**src/rtl/alu_sequencer.sv**
```systemverilog
// alu_sequencer: command front-end for a Hack-style 16-bit ALU; runs one ALU op or a shift-add multiply per command.
// Latency: ALU op 2 cycles accept-to-rsp_valid; MUL MUL_STEPS+1 cycles (ALU_SEQ_MUL_EARLY_EXIT_EN: highest set bit of y + 2).
// Backpressure: one command in flight; cmd_ready is low from accept until the response is taken with rsp_ready.
module alu_sequencer #(
    parameter int WIDTH     = 16,
    parameter int MUL_STEPS = 16
) (
    input  logic             clk,
    input  logic             rst_n,
    input  logic             cmd_valid,
    output logic             cmd_ready,
    input  logic             cmd_op,
    input  logic [5:0]       cmd_ctrl,
    input  logic [WIDTH-1:0] cmd_x,
    input  logic [WIDTH-1:0] cmd_y,
    output logic             rsp_valid,
    input  logic             rsp_ready,
    output logic [WIDTH-1:0] rsp_result,
    output logic             rsp_zr,
    output logic             rsp_ng,
    output logic [WIDTH-1:0] alu_x,
    output logic [WIDTH-1:0] alu_y,
    output logic [5:0]       alu_ctrl,
    input  logic [WIDTH-1:0] alu_result,
    input  logic             alu_zr,
    input  logic             alu_ng
);

    localparam logic [1:0] ST_IDLE = 2'd0;
    localparam logic [1:0] ST_ALU  = 2'd1;
    localparam logic [1:0] ST_MUL  = 2'd2;
    localparam logic [1:0] ST_DONE = 2'd3;

    localparam int            CW       = $clog2(MUL_STEPS) + 1;
    localparam logic [CW-1:0] CNT_LAST = CW'(MUL_STEPS - 1);
    localparam logic [5:0]    CTRL_ADD = 6'b000010;
    localparam logic [5:0]    CTRL_OFF = 6'b000000;

    logic [1:0]       state_q,      state_d;
    logic [5:0]       ctrl_q,       ctrl_d;
    logic [WIDTH-1:0] acc_q,        acc_d;
    logic [WIDTH-1:0] mcand_q,      mcand_d;
    logic [WIDTH-1:0] mplier_q,     mplier_d;
    logic [CW-1:0]    count_q,      count_d;
    logic [WIDTH-1:0] rsp_result_q, rsp_result_d;
    logic             rsp_zr_q,     rsp_zr_d;
    logic             rsp_ng_q,     rsp_ng_d;
    logic [WIDTH-1:0] alu_x_q,      alu_x_d;
    logic [WIDTH-1:0] alu_y_q,      alu_y_d;

    logic             mul_last;

    // Decide whether the current multiply iteration is the final one.
    always_comb begin
        mul_last = (count_q == CNT_LAST);
`ifdef ALU_SEQ_MUL_EARLY_EXIT_EN
        // Once no multiplier bits remain after this step, later steps could only add zero.
        if ((mplier_q >> 1) == '0) begin
            mul_last = 1'b1;
        end
`endif
    end

    // Handshake outputs and ALU control follow the state directly.
    always_comb begin
        cmd_ready  = (state_q == ST_IDLE);
        rsp_valid  = (state_q == ST_DONE);
        rsp_result = rsp_result_q;
        rsp_zr     = rsp_zr_q;
        rsp_ng     = rsp_ng_q;
        alu_x      = alu_x_q;
        alu_y      = alu_y_q;
        case (state_q)
            ST_ALU:  alu_ctrl = ctrl_q;
            ST_MUL:  alu_ctrl = CTRL_ADD;
            default: alu_ctrl = CTRL_OFF;
        endcase
    end

    // Next-state, datapath and operand-register updates.
    always_comb begin
        state_d      = state_q;
        ctrl_d       = ctrl_q;
        acc_d        = acc_q;
        mcand_d      = mcand_q;
        mplier_d     = mplier_q;
        count_d      = count_q;
        rsp_result_d = rsp_result_q;
        rsp_zr_d     = rsp_zr_q;
        rsp_ng_d     = rsp_ng_q;
        alu_x_d      = alu_x_q;
        alu_y_d      = alu_y_q;
        case (state_q)
            ST_IDLE: begin
                if (cmd_valid) begin
                    ctrl_d = cmd_ctrl;
                    if (cmd_op) begin
                        state_d  = ST_MUL;
                        acc_d    = '0;
                        mcand_d  = cmd_x;
                        mplier_d = cmd_y;
                        count_d  = '0;
                        // ALU operand registers mirror acc/mcand so the first add is ready next cycle.
                        alu_x_d  = '0;
                        alu_y_d  = cmd_x;
                    end else begin
                        state_d = ST_ALU;
                        alu_x_d = cmd_x;
                        alu_y_d = cmd_y;
                    end
                end
            end
            ST_ALU: begin
                rsp_result_d = alu_result;
                rsp_zr_d     = alu_zr;
                rsp_ng_d     = alu_ng;
                state_d      = ST_DONE;
            end
            ST_MUL: begin
                if (mplier_q[0]) begin
                    acc_d = alu_result;
                end
                mcand_d  = mcand_q << 1;
                mplier_d = mplier_q >> 1;
                count_d  = count_q + CW'(1);
                if (mul_last) begin
                    // Flags come from the accumulated value, not the ALU, since the
                    // last ALU output may have been discarded (multiplier bit clear).
                    rsp_result_d = acc_d;
                    rsp_zr_d     = (acc_d == '0);
                    rsp_ng_d     = acc_d[WIDTH-1];
                    state_d      = ST_DONE;
                end else begin
                    alu_x_d = acc_d;
                    alu_y_d = mcand_d;
                end
            end
            ST_DONE: begin
                if (rsp_ready) begin
                    state_d = ST_IDLE;
                end
            end
            default: state_d = ST_IDLE;
        endcase
    end

    // State registers with asynchronous reset to idle and zeroed datapath.
    always_ff @(posedge clk or negedge rst_n) begin
        if (!rst_n) begin
            state_q      <= ST_IDLE;
            ctrl_q       <= '0;
            acc_q        <= '0;
            mcand_q      <= '0;
            mplier_q     <= '0;
            count_q      <= '0;
            rsp_result_q <= '0;
            rsp_zr_q     <= 1'b0;
            rsp_ng_q     <= 1'b0;
            alu_x_q      <= '0;
            alu_y_q      <= '0;
        end else begin
            state_q      <= state_d;
            ctrl_q       <= ctrl_d;
            acc_q        <= acc_d;
            mcand_q      <= mcand_d;
            mplier_q     <= mplier_d;
            count_q      <= count_d;
            rsp_result_q <= rsp_result_d;
            rsp_zr_q     <= rsp_zr_d;
            rsp_ng_q     <= rsp_ng_d;
            alu_x_q      <= alu_x_d;
            alu_y_q      <= alu_y_d;
        end
    end

endmodule

```
**config.mk**
```make
export PLATFORM = sky130hd
export DESIGN_NAME = alu_sequencer
export DESIGN_NICKNAME = d
export VERILOG_FILES = /design/src/rtl/alu_sequencer.sv
export SDC_FILE = /design/constraint.sdc
export NUM_CORES = 1
export LEC_CHECK = 0
export CAP_MARGIN = 40
export CORE_UTILIZATION = 35
export DETAILED_ROUTE_END_ITERATION = 10
export GPL_ROUTABILITY_DRIVEN = 0
export GPL_TIMING_DRIVEN = 0
export MAX_ROUTING_LAYER = met4
export PLACE_DENSITY = 0.59
export SYNTH_ARGS = -nofsm -noshare
export SYNTH_HDL_FRONTEND = slang
export SYNTH_SLANG_ARGS = --single-unit
```
**constraint.sdc**
```tcl
create_clock -name clk -period 2 [get_ports clk]
set_input_delay 0.5 -clock clk [delete_from_list [all_inputs] [get_ports clk]]
set_output_delay 0.5 -clock clk [all_outputs]
set_load 0.02 [all_outputs]
```
==> results of run 1 <==
==> synth_stat cells, types with 2 or more instances <==
cell type  instances  area, um2
a211oi_1           2       15.0
a21oi_1           50        250
a22o_1             2       17.5
and3_1             7       43.8
buf_2             12       60.1
buf_4             10       75.1
buf_6              4       45.0
clkbuf_1           7       26.3
dfrtp_1          110       2750
ha_1               6       75.1
inv_1              5       18.8
mux2_2            24        270
mux2i_1           61        611
nand2_1           89        334
nand2b_1           7       43.8
nand4_1            3       18.8
nor2_1            34        128
nor2b_1            2       12.5
nor3_1             3       15.0
nor4_1             3       18.8
o21ai_0           81        405
o21ai_1            3       15.0
==> final cells by class <==
class                      instances  area, um2  share of cell area
buffer                            32        246              0.0335
sequential                       110       2750               0.375
clock buffer                      10        239              0.0325
timing repair buffer             134       1310               0.178
clock inverter                     6       85.1              0.0116
tap                              184        230              0.0313
multi-input combinational        389       2460               0.335
inverter                           6       22.5             0.00306
==> through the flow <==
stage	setup slack [ns]	setup TNS [ns]	cell area (um2)	total power, uW
after global routing	-0.0860	-0.102	7350	13100
after global placement	-3.87	-439.57	6790	9700
after floorplan	0.0642	0	5380	7510
after CTS	-0.137	-0.756	7250	12000
final	-0.0165	-0.0165	7350	12300
after detailed placement	-0.460	-17.12	6830	9890
==> where the power goes <==
part           total, uW  switching (uW)  internal (uW)
Clock               1950             821           1130
Sequential          3870             638           3230
Combinational       6430            3550           2880
Total              12300            5010           7240
==> worst max-delay path by stage <==
stage / startpoint / to / cells past startpoint
finish: state_q[0] / alu_ctrl[1] / 7
global route: state_q[0] / alu_ctrl[1] / 7
CTS: state_q[1] / alu_ctrl[2] / 4
detailed placement: state_q[0] / alu_ctrl[1] / 8
global placement: rst_n / rsp_ng / 1
floorplan: state_q[0] / alu_ctrl[1] / 7
==> what timing repair did <==
item                                    4_1_cts  5_1_grt
endpoints found under the setup margin       64       63
pin swaps                                     1        2
gates cloned                                  0        1
buffers inserted                              5        8
hold buffers                                  0        0
resized for setup                            40       27
==> layer usage <==
layer	vias up	track usage	share of wire
li1	2162	-	-
met1	2257	0.275	0.45
met2	114	0.355	0.49
met3	14	0.0259	0.041
met4	0	0.0730	0.014
met5	-	-	0
==> flip-flops by register name (all words and copies together) (netlist names) <==
name and count:
state_q 2, ctrl_q 6, rsp_ng 1, alu_x 16, rsp_zr 1, mplier_q 16, count_q 5, mcand_q 15
alu_y 16, acc_q 16, rsp_result 16
==> cell families after synthesis <==
kind of cell / after synthesis
AND/OR/NAND/NOR: 153
AO/OA/AOI/OAI: 145
flip-flops: 110
multiplexers: 85
buffers and inverters: 40
adder cells (fa/ha/maj): 6
==> flow_metrics.tcl, run 1 <==
set metrics [dict create \
    cts.clk_slew.worst_paths_ns 0.07 \
    synth_fa_ha_area_frac 0.0140 \
    grt_pass1_vias 4604 \
    antenna_cells 0 \
    synth-simple-area-share 0.121 \
    port_buffers 118 \
    async_reset_ff_frac 1.00 \
    grt_pass1_wl_mm 25.1 \
    antenna_found_initial 0 \
    synth-xor-area-share 0 \
    instances_no_fill 871 \
    hp-class "input pin to asynchronous set/reset pin" \
    reg2reg_from "count_q[0]" \
    tightest_slew_ns 0.528 \
    drtIter0Drc 205 \
    cts_sinks 110 \
    post-route-worst-setup-slack_ns -0.0165 \
    dp_hpwl_mm 12.1 \
    yosys_warnings 0 \
    fp.dieW_um 126 \
    timing.rr.end "rsp_result[5]" \
    wl_mm 16.2 \
    end_kind "output pin" \
    mostFrequentLayoutCell "dfrtp_1" \
    synth_area_mm2 0.00538 \
    whs_ns 0.0620 \
    final_cell_mix "dfrtp_1 (110), clkdlybuf4s50_1 (109), nand2_1 (89)" \
    start_kind "flip-flop" \
    synth_compound_area_frac 0.146 \
    yosysSeqAreaShare 0.512 \
    finalCriticalPeriod_ns 2.02 \
    n_fill_cell 1393 \
    htree_levels 3 \
    cts_inserted_buffers 9 \
    drcViolationCount 0 \
    fin_nets 749 \
    synth_top_family_by_area "multiplexers" \
    cp.required_ns 1.50 \
    cts_tree "done" \
    placedCellCount 843 \
    clk_latency_ns 0.36 \
    grt_max_degree 45 \
    violations "negative setup slack" \
    reg2reg_slack_ns 0.08 \
    synthMuxAreaShare 0.164 \
    globalRouteOverflowTotal 0 \
    critPathKind "flip-flop to output pin" \
    ctsLongestPathBuffers 2 \
    vias 4547 \
    vdd_ir_drop_max_v 0.000601 \
    antenna_left 0 \
    coreArea_mm2 0.0148 \
    final-setup-viol-count 1 \
    synthCells 539 \
    final_hold_viol_count 0 \
    slew_viol_final 0 \
    path_cells "inv_2, ha_4, buf_8, buf_12, a21oi_2, nor2b_1, buf_4" \
    first_pass_iters 4 \
    synth_cell_types 36 \
    synthToLayoutAreaGrowth_pct 36.6 \
    synth_top_flop_cell "dfrtp_1" \
    worstPathArrival_ns 1.52 \
    fp.dieH_um 126 \
    max_slew_margin 0.648 \
    reg2regPathDepth 8 \
    via_per_inst 5.22 \
    syn-num-nets 606 \
    status "finished with violations" \
    worst-path-buf-inv 4 \
    maxCapViolCount 0 \
    syn_area_per_cell_um2 9.98 \
    finClkSkew_ns 0.00866 \
    wl_per_cell_um 18.5 \
    ys_ff_latch 110 \
    cp_slowest_stage_delay_ns 0.39 \
    rsz0062_at_grt "true" \
    core.rowCount 44 \
    globalRouteTotalUtil 0.215 \
    crit_fanout 5 \
    path_delay_family "buffers and inverters" \
    slowest_stage "dfrtp_1" \
    cts.root.buffer_cell "clkbuf_16" \
    fin_util 0.498 \
    die_area_mm2 0.0159 \
    p_per_area_mw_per_mm2 1670 \
    synth_edf_count 0 \
    fmax_mhz 496 \
    boundaryPins 119 \
    period_share 1.01 \
    drive_above_1_share 0.159 \
    leakage_uw 0.00329 \
    start_util 0.365 \
]
Power figures use the tool's default switching activity.
==> inputs of run 2 (changes only) <==
--- a/config.mk
+++ b/config.mk
@@ -5,7 +5,7 @@
 export SDC_FILE = /design/constraint.sdc
 export NUM_CORES = 1
 export LEC_CHECK = 0
-export CAP_MARGIN = 40
+export CORE_MARGIN = 5
 export CORE_UTILIZATION = 35
 export DETAILED_ROUTE_END_ITERATION = 10
 export GPL_ROUTABILITY_DRIVEN = 0
==> run 2 against run 1 <==
Effect of this change:
- the run still ends with negative setup slack left
- maximum frequency down 0.36%
- sequential share of layout area up 0.15 points
- critical endpoint unchanged
- via count up 1.5%
- largest cell class unchanged
- sequential power about the same
==> flow_metrics.tcl, run 2 (synthesized netlist as in run 1, its figures left out) <==
set metrics [dict create \
    cts.clk_slew.worst_paths_ns 0.07 \
    slew_viol_final 0 \
    leakage_uw 0.00324 \
    grt_max_degree 63 \
    drive_above_1_share 0.155 \
    slowest_stage "dfrtp_1" \
    ctsLongestPathBuffers 2 \
    final_cell_mix "dfrtp_1 (110), clkdlybuf4s50_1 (109), nand2_1 (89)" \
    antenna_found_initial 0 \
    first_pass_iters 5 \
    cp.required_ns 1.50 \
    hp-class "input pin to asynchronous set/reset pin" \
    instances_no_fill 871 \
    synthToLayoutAreaGrowth_pct 36.0 \
    fmax_mhz 494 \
    routed-wl-met2_mm 7.63 \
    totalNegativeSetupSlack_ns -0.0238 \
    port_buffers 118 \
    core.rowCount 45 \
    max_slew_margin 0.596 \
    die_area_mm2 0.0180 \
    post-route-worst-setup-slack_ns -0.0238 \
    period_share 1.01 \
    drtIter0Drc 289 \
    cts_tree "done" \
    mostFrequentLayoutCell "dfrtp_1" \
    pre_cts_ws_ns -0.523 \
    cp_slowest_stage_delay_ns 0.43 \
    status "finished with violations" \
    wirelength_met1_mm 7.58 \
    start_kind "flip-flop" \
    violations "negative setup slack" \
    final_hold_viol_count 0 \
    end_kind "output pin" \
    globalRouteTotalUtil 0.192 \
    critPathKind "flip-flop to output pin" \
    maxCapViolCount 0 \
    power_uw 12100 \
    whs_ns 0.0833 \
    reg2regPathDepth 8 \
    rsz0062_at_grt "true" \
    wl_per_cell_um 18.7 \
    finalCriticalPeriod_ns 2.02 \
    start_util 0.355 \
    grt_pass1_vias 4766 \
    via_per_inst 5.30 \
    clk_latency_ns 0.35 \
    fp.dieH_um 134 \
    wl_mm 16.3 \
    worstPathArrival_ns 1.52 \
    tightest_slew_ns 0.606 \
    placedCellCount 846 \
    p_per_area_mw_per_mm2 1660 \
    htree_levels 3 \
    finClkSkew_ns 0.00930 \
    vdd_ir_drop_max_v 0.000653 \
    final-setup-viol-count 1 \
    top_layer "met4" \
    globalRouteOverflowTotal 0 \
    drcViolationCount 0 \
    coreArea_mm2 0.0151 \
    wl_met3_um 743 \
    fp.dieW_um 134 \
    fin_nets 746 \
    cts_inserted_buffers 9 \
    path_cells "ha_4, buf_8, buf_12, a21oi_2, nor2b_1, buf_4" \
    vias 4613 \
    boundaryPins 119 \
    crit_fanout 5 \
    antenna_left 0 \
    grt_pass1_wl_mm 26.2 \
    antenna_cells 0 \
    hold_buffers 0 \
    cts_sinks 110 \
    dp_hpwl_mm 12.4 \
    cts.root.buffer_cell "clkbuf_16" \
]
==> run 2: power breakdown <==
part           internal [uW]  switching [uW]
clock network           1100             818
registers               3230             619
logic                   2830            3550
total                   7160            4980
==> run 2: worst max-delay path: cells and delay by family, from the launching register on <==
family	cells	cell delay (ns)
buffers and inverters	3	0.38
adder cells (fa/ha/maj)	1	0.20
AND/OR/NAND/NOR	1	0.06
AO/OA/AOI/OAI	1	0.09
flip-flops	1	0.43
==> run 2: final cells by class <==
class / count / area [um2]
fill: 1408 / 7830
sequential: 110 / 2750
multi-input combinational: 389 / 2480
timing repair buffer: 130 / 1270
buffer: 33 / 245
tap: 188 / 235
clock buffer: 10 / 229
clock inverter: 5 / 82.6
inverter: 6 / 22.5
==> run 2: what timing repair did <==
item,CTS,global route
pin swaps,1,2
setup buffers,6,5
setup endpoints to repair,58,74
gates resized for setup,41,31
==> run 2: stage by stage <==
step,area (um2),util
floorplan,5380,-
global placement,6800,0.449
detailed placement,6830,0.451
CTS,7250,0.479
global route,7320,0.483
finish,7320,0.483
==> run 2: worst paths after layout <==
path	start	end	slack (ns)
worst max register to register	count_q[0]	rsp_result[14]	0.12
worst min register to register	alu_y[9]	alu_y[9]	0.48
max in group asynchronous	rst_n	mcand_q[11]	1.24
min in group clk	alu_y[9]	alu_y[9]	0.48
worst min-delay path	rst_n	rsp_result[6]	0.08
worst max-delay path	state_q[1]	alu_ctrl[1]	-0.02
==> run 2: layer usage <==
layer	vias up	GRT usage
met5	-	-
met4	0	0.0686
met3	23	0.0274
met2	125	0.295
met1	2299	0.260
li1	2166	-
==> inputs of run 3 (changes only) <==
--- a/config.mk
+++ b/config.mk
@@ -5,7 +5,7 @@
 export SDC_FILE = /design/constraint.sdc
 export NUM_CORES = 1
 export LEC_CHECK = 0
-export CORE_MARGIN = 5
+export CAP_MARGIN = 20
 export CORE_UTILIZATION = 35
 export DETAILED_ROUTE_END_ITERATION = 10
 export GPL_ROUTABILITY_DRIVEN = 0
==> constraint.sdc (replaced) <==
create_clock -name clk -period 2 [get_ports clk]
set_input_delay 0.3 -clock clk [delete_from_list [all_inputs] [get_ports clk]]
set_output_delay 0.3 -clock clk [all_outputs]
set_load 0.02 [all_outputs]
==> run 3 against run 2 <==
Effect of this change:
- largest power group unchanged
- non-clock buffer count down 4
- highest routed layer unchanged
- largest cell class unchanged
- clock power is 9.9% higher
- sequential cell count unchanged
- cell area is 0.58% lower
- setup slack better by 0.057 ns
- the flow now finishes without violations
==> flow_metrics.tcl, run 3 (synthesized netlist as in run 1, its figures left out) <==
set metrics [dict create \
    fin_area_mm2 0.00728 \
    final_hold_viol_count 0 \
    synthToLayoutAreaGrowth_pct 35.3 \
    start_kind "flip-flop" \
    cts.root.buffer_cell "clkbuf_16" \
    path_cells "inv_1, ha_2, and3_1, dlygate4sd2_1" \
    slew_viol_final 0 \
    antenna_cells 0 \
    drtIter0Drc 209 \
    crit_fanout 8 \
    globalRouteOverflowTotal 0 \
    slowest_stage "dfrtp_1" \
    grt_pass1_wl_mm 25.3 \
    first_pass_iters 4 \
    cp.required_ns 1.70 \
    cts_sinks 110 \
    final-setup-viol-count 0 \
    cts_tree "done" \
    fp.dieW_um 126 \
    port_buffers 118 \
    end_kind "output pin" \
    finClkSkew_ns 0.0104 \
    cts.clk_slew.worst_paths_ns 0.07 \
    grt_max_degree 68 \
    vias 4535 \
    fin_nets 743 \
    ctsLongestPathBuffers 2 \
    power_uw 12200 \
    reg2reg_from "count_q[0]" \
    fp.dieH_um 126 \
    fmax_mhz 508 \
    rsz0062_at_grt "true" \
    coreArea_mm2 0.0148 \
    die_area_mm2 0.0159 \
    tightest_slew_ns 0.893 \
    wl_per_cell_um 18.7 \
    fin_util 0.493 \
    antenna_left 0 \
    htree_levels 3 \
    boundaryPins 119 \
    start_util 0.365 \
    period_share 0.983 \
    place_area_mm2 0.00681 \
    n_fill_cell 1398 \
    antenna_found_initial 0 \
    drcViolationCount 0 \
    reg2reg_slack_ns 0.07 \
    timing.rr.end "rsp_zr" \
    grt_pass1_vias 4593 \
    clk_latency_ns 0.36 \
    critPathKind "flip-flop to output pin" \
    cp_slowest_stage_delay_ns 0.41 \
    globalRouteTotalUtil 0.217 \
    cts_inserted_buffers 9 \
    p_per_area_mw_per_mm2 1680 \
    finalCriticalPeriod_ns 1.97 \
    final_cell_mix "dfrtp_1 (110), clkdlybuf4s50_1 (110), nand2_1 (89)" \
    core.rowCount 44 \
    hp-class "input pin to asynchronous set/reset pin" \
    worstPathArrival_ns 1.67 \
    max_slew_margin 0.405 \
    dp_hpwl_mm 12.0 \
    whs_ns 0.0516 \
    via_per_inst 5.24 \
    reg2regPathDepth 7 \
    status "completed" \
    wl_mm 16.2 \
    vdd_ir_drop_max_v 0.000602 \
    drive_above_1_share 0.141 \
    maxCapViolCount 0 \
    leakage_uw 0.00325 \
]
==> run 3: changes by cell type in the layout (fill, tap and decap cells not counted), sizes merged <==
cell           delta
a21boi            +1
dlygate4sd2       +2
clkbuf            -3
inv               -1
clkdlybuf4s50     +1
bufinv            +1
clkinvlp          +2
buf               -6
clkdlybuf4s15     +1
==> run 3: cell type report <==
class / instances / area [um2] / area share
flip-flops and latches: 110 / 2750 / 0.378
multi-input cells: 390 / 2430 / 0.334
repair buffers: 125 / 1230 / 0.169
plain buffers: 34 / 267 / 0.0366
well taps: 184 / 230 / 0.0316
clock buffers: 9 / 225 / 0.0309
clock inverters: 7 / 123 / 0.0169
inverters: 6 / 22.5 / 0.00309
==> run 3: worst max-delay path by stage <==
stage                     slack (ns)  cells after the start     endpoint  startpoint
final                           0.03                      4  alu_ctrl[4]  state_q[1]
after global routing           -0.04                      4  alu_ctrl[4]  state_q[1]
after CTS                      0.002                      8  alu_ctrl[1]  state_q[0]
after detailed placement       -0.37                      7    alu_y[11]  count_q[0]
after global placement         -3.67                      1       rsp_ng       rst_n
after floorplan                 0.15                      6    acc_q[10]  state_q[0]
==> run 3: stage by stage <==
| stage | setup slack (ns) | std cells | TNS [ns] |
|---|---|---|---|
| global placement | -3.67 | 841 | -412.38 |
| CTS | 0.00184 | 862 | 0 |
| detailed placement | -0.371 | 842 | -12.48 |
| finish | 0.0330 | 865 | 0 |
| global route | -0.0414 | 865 | -0.130 |
| floorplan | 0.154 | 539 | 0 |
==> run 3: report_power, final <==
group | leakage [uW] | switching (uW) | internal, uW
Combinational | 0.00168 | 3520 | 2760
Clock | 0.000162 | 868 | 1230
Sequential | 0.00140 | 634 | 3230
==> run 3: worst max-delay path, delay by kind of cell, from the launching register on <==
family                     cells  cell delay [ns]
and+or+nand+nor                1             0.18
buffers and inverters          2             0.41
DFF                            1             0.41
adders and majority gates      1             0.31
==> run 3: metal layers <==
| metal | GRT usage | share of wire | up-vias |
|---|---|---|---|
| li1 | - | - | 2150 |
| met1 | 0.283 | 0.46 | 2246 |
| met2 | 0.350 | 0.48 | 124 |
| met3 | 0.0246 | 0.036 | 15 |
| met4 | 0.0780 | 0.015 | 0 |
| met5 | - | 0 | - |
==> run 3: what timing repair did <==
action,in CTS,in global routing
cloned,0,2
gates resized for setup,31,24
pin swaps,1,0
endpoints found under the setup margin,67,52
hold buffers,0,0
setup buffers,4,1
